<file path="src/rtl/array_rw_sched.sv">
// Sequencer for a 128 x 106-bit single-port BPU array (2 ways x 53 bits): clears the
// array after reset, then arbitrates reads against a one-entry write buffer with forwarding.
module array_rw_sched #(
   parameter int STARVE_LIMIT = 4
) (
   input  logic         clock,
   input  logic         reset_n,
   input  logic         r_req_valid,
   output logic         r_req_ready,
   input  logic [6:0]   r_req_idx,
   output logic         r_resp_valid,
   output logic [105:0] r_resp_data,
   input  logic         w_req_valid,
   output logic         w_req_ready,
   input  logic [6:0]   w_req_idx,
   input  logic [52:0]  w_req_data,
   input  logic [1:0]   w_req_waymask,
   output logic         init_done,
   output logic         sram_en,
   output logic         sram_wmode,
   output logic [6:0]   sram_addr,
   output logic [1:0]   sram_wmask,
   output logic [105:0] sram_wdata,
   input  logic [105:0] sram_rdata
);
   localparam int SW = (STARVE_LIMIT < 1) ? 1 : $clog2(STARVE_LIMIT + 1);
   localparam logic [SW-1:0] LIM = SW'(STARVE_LIMIT);

   typedef enum logic {INIT, RUN} state_t;

   typedef struct packed {
      logic        vld;
      logic [6:0]  idx;
      logic [52:0] data;
      logic [1:0]  mask;
   } wbuf_t;

   state_t        state_q;
   logic [6:0]    cnt_q;
   wbuf_t         wbuf_q, wbuf_d;
   logic [SW-1:0] starve_q, starve_d;
   logic          resp_vld_q;
   logic [1:0]    fwd_mask_q;
   logic [52:0]   fwd_data_q;

   logic run, forced, rd_fire, drain, w_acc, fwd_hit;

   assign run         = (state_q == RUN);
   assign forced      = run && wbuf_q.vld && (starve_q == LIM);
   assign r_req_ready = run && !forced;
   assign rd_fire     = r_req_valid && r_req_ready;
   // A forced write is just a drain that reads could not pre-empt.
   assign drain       = run && wbuf_q.vld && !rd_fire;
   assign w_req_ready = run && (!wbuf_q.vld || drain);
   assign w_acc       = w_req_valid && w_req_ready;
   assign fwd_hit     = wbuf_q.vld && (wbuf_q.idx == r_req_idx);
   assign init_done   = run;

   always_comb begin
      wbuf_d = wbuf_q;
      if (drain) wbuf_d.vld = 1'b0;
      if (w_acc) begin
         wbuf_d.vld  = 1'b1;
         wbuf_d.idx  = w_req_idx;
         wbuf_d.data = w_req_data;
         wbuf_d.mask = w_req_waymask;
      end
   end

   always_comb begin
      starve_d = '0;
      if (wbuf_q.vld && rd_fire)
         starve_d = (starve_q == LIM) ? LIM : starve_q + SW'(1);
   end

   // Port mux; reset_n gates the clear writes so the port stays quiet while held in reset.
   always_comb begin
      sram_en    = 1'b0;
      sram_wmode = 1'b0;
      sram_addr  = '0;
      sram_wmask = '0;
      sram_wdata = '0;
      if (state_q == INIT) begin
         if (reset_n) begin
            sram_en    = 1'b1;
            sram_wmode = 1'b1;
            sram_addr  = cnt_q;
            sram_wmask = 2'b11;
         end
      end else if (rd_fire) begin
         sram_en   = 1'b1;
         sram_addr = r_req_idx;
      end else if (wbuf_q.vld) begin
         sram_en    = 1'b1;
         sram_wmode = 1'b1;
         sram_addr  = wbuf_q.idx;
         sram_wmask = wbuf_q.mask;
         sram_wdata = {wbuf_q.data, wbuf_q.data};
      end
   end

   always_comb begin
      r_resp_data = '0;
      if (resp_vld_q) begin
         r_resp_data[52:0]   = fwd_mask_q[0] ? fwd_data_q : sram_rdata[52:0];
         r_resp_data[105:53] = fwd_mask_q[1] ? fwd_data_q : sram_rdata[105:53];
      end
   end
   assign r_resp_valid = resp_vld_q;

   always_ff @(posedge clock or negedge reset_n) begin
      if (!reset_n) begin
         state_q    <= INIT;
         cnt_q      <= '0;
         wbuf_q     <= '0;
         starve_q   <= '0;
         resp_vld_q <= 1'b0;
         fwd_mask_q <= '0;
         fwd_data_q <= '0;
      end else begin
         if (state_q == INIT) begin
            cnt_q <= cnt_q + 7'd1;
            if (cnt_q == 7'd127) state_q <= RUN;
         end
         wbuf_q     <= wbuf_d;
         starve_q   <= starve_d;
         resp_vld_q <= rd_fire;
         // Capture the buffer as it stood before this edge, so a same-cycle accept is not forwarded.
         if (rd_fire) begin
            fwd_mask_q <= fwd_hit ? wbuf_q.mask : 2'b00;
            fwd_data_q <= wbuf_q.data;
         end
      end
   end
endmodule

</file>
<file path="config.mk">
export PLATFORM = sky130hd
export DESIGN_NAME = array_rw_sched
export DESIGN_NICKNAME = d
export VERILOG_FILES = /design/src/rtl/array_rw_sched.sv
export SDC_FILE = /design/constraint.sdc
export NUM_CORES = 1
export LEC_CHECK = 0
export CAP_MARGIN = 20
export CORE_ASPECT_RATIO = 0.9
export CORE_MARGIN = 10
export CORE_UTILIZATION = 40
export DETAILED_ROUTE_END_ITERATION = 8
export GPL_TIMING_DRIVEN = 0
export PLACE_DENSITY = 0.9
export SLEW_MARGIN = 20
export SYNTH_ARGS = -nofsm -noshare
export SYNTH_HDL_FRONTEND = slang
export SYNTH_SLANG_ARGS = --single-unit
</file>
<file path="constraint.sdc">
create_clock -name clock -period 2.45 [get_ports clock]
set_clock_uncertainty 0.1 [all_clocks]
set_input_delay 0.3675 -clock clock [delete_from_list [all_inputs] [get_ports clock]]
set_output_delay 0.3675 -clock clock [all_outputs]
set_load 0.005 [all_outputs]
</file>
# After elaboration in Yosys (flattened, before gate mapping)
# Cells that the tools add are included.
# totals
word_cells,56
register_bits,130
out_inout_bits,227
# op_classes
eq_ne,3
reduce_logical,14
addsub,2
mux,27
# ops
operator,n
2-to-1 mux 106 bit,4
2-to-1 mux 53 bit,2
2-to-1 mux 63 bit,1
2-to-1 mux 7 bit,4
2-to-1 mux 2 bit,5
logical AND 1 bit,9
2-to-1 mux 1 bit,9
"adder 7 x 1 -> 7 bit, second input constant",1
== test 7 bit,1
"== test 7 bit, second input constant",1
2-to-1 mux 3 bit,2
"adder 3 x 1 -> 3 bit, second input constant",1
"== test 3 bit, second input constant",1
zero test 1 bit,3
nonzero test 2 bit,1
logical OR 1 bit,1

# Logic depth before layout (Yosys ltp)
# depth
ltp_word,11
depth_mapped,8
mapped_depth_nobuf,7

# Worst setup path before layout
# OpenSTA, ideal clock, no wires.
# synth_timing
path_type,register to output
from,register starve_q[0]
to,output sram_wdata[100]
path_stages_with_launch,8
arrival_time_ns,1.539
slack_ns,0.443
required_ns,1.982
path_cell_list,dfrtp_1 inv_1 ha_1 nand2_1 a21oi_2 clkbuf_1 and2_1 buf_4
# synth_between
elab_chain_len,7
# synth_lines
item,line_no,rtl
from (decl),41,"logic [SW-1:0] starve_q, starve_d;"
from (signal assigned),126,starve_q <= starve_d;
== test 3 bit,49,assign forced = run && wbuf_q.vld && (starve_q == LIM);
logical AND 1 bit,49,
zero test 1 bit,50,assign r_req_ready = run && !forced;
logical AND 1 bit,50,
logical AND 1 bit,51,assign rd_fire = r_req_valid && r_req_ready;
2-to-1 mux 106 bit,90,end else if (rd_fire) begin
2-to-1 mux 106 bit,83,if (state_q == INIT) begin
to (decl),23,"output logic [105:0] sram_wdata,"
# Every way passes these cells.

# Final worst setup path
# layout_timing
from,register starve_q[0]
to,output sram_wdata[98]
# Same word-level chain as after synthesis.

==> results.cfg <==
[drt]
wire_per_inst_um = 23.0
drt_iter0_markers = 440
wl_met3_um = 2180
drtAntennaViolNets = 0
totalWireLength_um = 35000
dr.pass1.iters = 7
drt-met1-wl_um = 12900
vias = 7802
viasPerCell = 5.12
wl_met2_um = 18700
top_layer = met4
drc = 0

[clock_network]
clk_latency_ns = 0.42
clock-root-buffer = clkbuf_16
cts_buffers = 17
cts.sinks = 130
cts_tree = built
clock_path_buffers = 2
clk_pin_slew_ns = 0.06
ctsHtreeMaxLevel = 4

[job]
cap_viol_max_count = 0

[layout]
drive_above_1_share = 0.335
n_fill_cell = 1278
fin_util = 0.737
area_growth_pct = 81.6
finalNonFillerCells = 1523
fin_nets = 1441

[worst_setup_path]
cp_cell_sequence = inv_2 -> ha_4 -> nand2_4 -> a21oi_4 -> buf_6 -> buf_6 -> clkbuf_16 -> buf_6 -> and2_4 -> buf_6 -> buf_6
cp.arrival_ns = 2.19
worst_path_max_delay_cell = dfrtp_1
critPathMostFrequentCell = buf_6
r2r-start = starve_q[0]
critical_path_peak_fanout = 8
reg2reg_to = wbuf_q[8]
r2r_slack_ns = 0.22
cp_slowest_stage_delay_ns = 0.39
critical_path_required_ns = 1.98
rr_worst_depth = 7
worst-setup-path-type = register to output pin
endpoint_kind = output pin
crit_family = buffers and inverters
path_buf_inv = 7
crit_start = starve_q[0]
start_kind = register

[placement]
port_buffers = 405
gp_congestion = 0.912
post-place-cells = 1447
dp_hpwl_um = 25700

[synthesis]
synth-seq-cells = 130
ys_types = 32
yosys.area.top_type_share = 0.419
synth.area.top_cells = dfrtp_1 42%, mux2i_1 14%, nor2b_1 8.6%
avgSynthCellArea_um2 = 9.82
synth_edf_count = 0
synth.yosys.seq_area_share = 0.419
mappedNetlistArea_um2 = 7770
yosys_warnings = 0
synth-main-ff-cell = dfrtp_1
synth_top_area_cell = dfrtp_1
async_flop_share = 1.00
syn_nets = 973
synth_cells = 791

[timing]
rsz0062_at_grt = yes
hold_violations = 0
fin_hold_ws_ns = 0.391
worstMarginPinSlew_ns = 0.571
worst_slack_ns = -0.205
max_freq_ghz = 0.377
slew_violations = 0
min_period_ns = 2.65
period_share = 1.08
finalSetupViolations = 96
relSlewSlack = 0.620

[hold_path]
whs_path_depth = 2
hp-start = wbuf_q[34]
hold_class = register to register
hold_end = fwd_data_q[32]

[global_route]
gr-usage-all-layers = 0.255
antenna_found_initial = 1
grt_pass1_vias = 8181
grt_overflow = 0
grt_max_degree = 68
grt_pass1_wl_um = 50900

[floorplanning]
dieHeight_um = 152
core_um2 = 19200
start_util = 0.406
io_pins = 406
die_w_um = 167
rows = 48
dieArea_um2 = 25400

[power]
powerDensity_nw_per_um2 = 380
vdd_ir_drop_max_mv = 0.592
leakagePower_nw = 7.17

[status]
violations = negative setup slack
status = finished, violations left
-- metrics by stage --
step,setup slack (ns),TNS (ns),area [um2],total power [mW]
after CTS,-0.177,-3.23,13700,5.37
after global routing,-0.266,-16.05,14100,5.52
after global placement,-4.74,-698.59,12100,2.60
after floorplan,0.443,0,7770,2.25
after detailed placement,-0.982,-106.68,12200,2.62
final,-0.205,-7.49,14100,5.36
-- synth_stat cells, types with 6 or more instances --
library cell / number
buf_2: 19
a222oi_1: 7
buf_4: 53
mux2_2: 58
clkbuf_1: 23
nand2_1: 164
buf_6: 7
dfrtp_1: 130
and2_1: 55
mux2i_1: 106
nor2b_1: 107
xnor2_1: 11
nor2_1: 6
inv_1: 11
-- cell families (layout without fill, tap and decap cells) --
family,Yosys count,in the layout,share of synthesized area
AND/OR/NAND/NOR,346,346,0.224
multiplexers,169,169,0.228
flip-flops,130,130,0.419
buffers and inverters,114,595,0.0905
AO/OA/AOI/OAI,16,16,0.0200
XOR/XNOR,13,13,0.0147
adder cells (fa/ha/maj),3,3,0.00483
other,0,1,0
-- report_power, final --
part / internal (mW) / total (mW) / switching [mW]
registers: 2.15 / 2.15 / 0
logic: 0.306 / 0.450 / 0.144
clock network: 1.81 / 2.76 / 0.951
-- layout make-up --
type / count / area (um2) / share of cell area
well taps: 250 / 313 / 0.0222
flip-flops and latches: 130 / 3260 / 0.231
diodes: 1 / 2.50 / 0.000177
clock buffers: 24 / 492 / 0.0348
repair buffers: 455 / 4710 / 0.334
inverters: 12 / 52.6 / 0.00372
multi-input cells: 547 / 4110 / 0.291
clock inverters: 8 / 149 / 0.0105
plain buffers: 96 / 1030 / 0.0728
-- sequential cells by signal (all words and copies together), names as in the netlist --
signal	cells
starve_q	3
cnt_q	7
r_resp_valid	1
fwd_data_q	53
init_done	1
fwd_mask_q	2
wbuf_q	63
-- what timing repair did --
action | CTS | global route
cloned | 4 | 0
setup endpoints to repair | 224 | 167
setup buffers | 32 | 14
endpoints found under the hold margin | 63 | 0
pin swaps | 22 | 9
gates resized for setup | 697 | 166
hold buffers | 2 | 0
-- layer usage --
metal  vias to the layer above  global-route usage
met5                         -                   0
met4                         0              0.0823
met3                        70              0.0614
met2                       342               0.468
met1                      3917               0.283
li1                       3473                   -
-- cell usage in the layout (no fill, tap or decap), types with 11 or more instances in the layout --
master           count
buf_12              11
dlymetal6s2s_1      33
dfrtp_1            128
buf_4               33
mux2_2              58
mux2i_1             94
xnor2_1             11
clkdlybuf4s50_1    228
buf_2               25
buf_8               14
dlygate4sd2_1       27
nand2_1            163
clkbuf_16           20
nor2b_1            102
buf_6              153
and2_4              53
-- worst max path at each step --
| stage | to | depth (start not counted) |
|---|---|---|
| 2_1_floorplan | sram_wdata[100] | 7 |
| 3_3_place_gp | sram_addr[0] | 6 |
| 3_5_place_dp | sram_wdata[90] | 6 |
| 4_1_cts | sram_addr[4] | 9 |
| 5_1_grt | sram_wdata[98] | 11 |
| 6_report | sram_wdata[98] | 11 |
-- worst min-delay path, cell delays in order (launching register included) --
cell and delay (ns):
dfrtp_1 0.36, nand2_1 0.05, nand2_1 0.05
(Power assumes the default switching activity.)
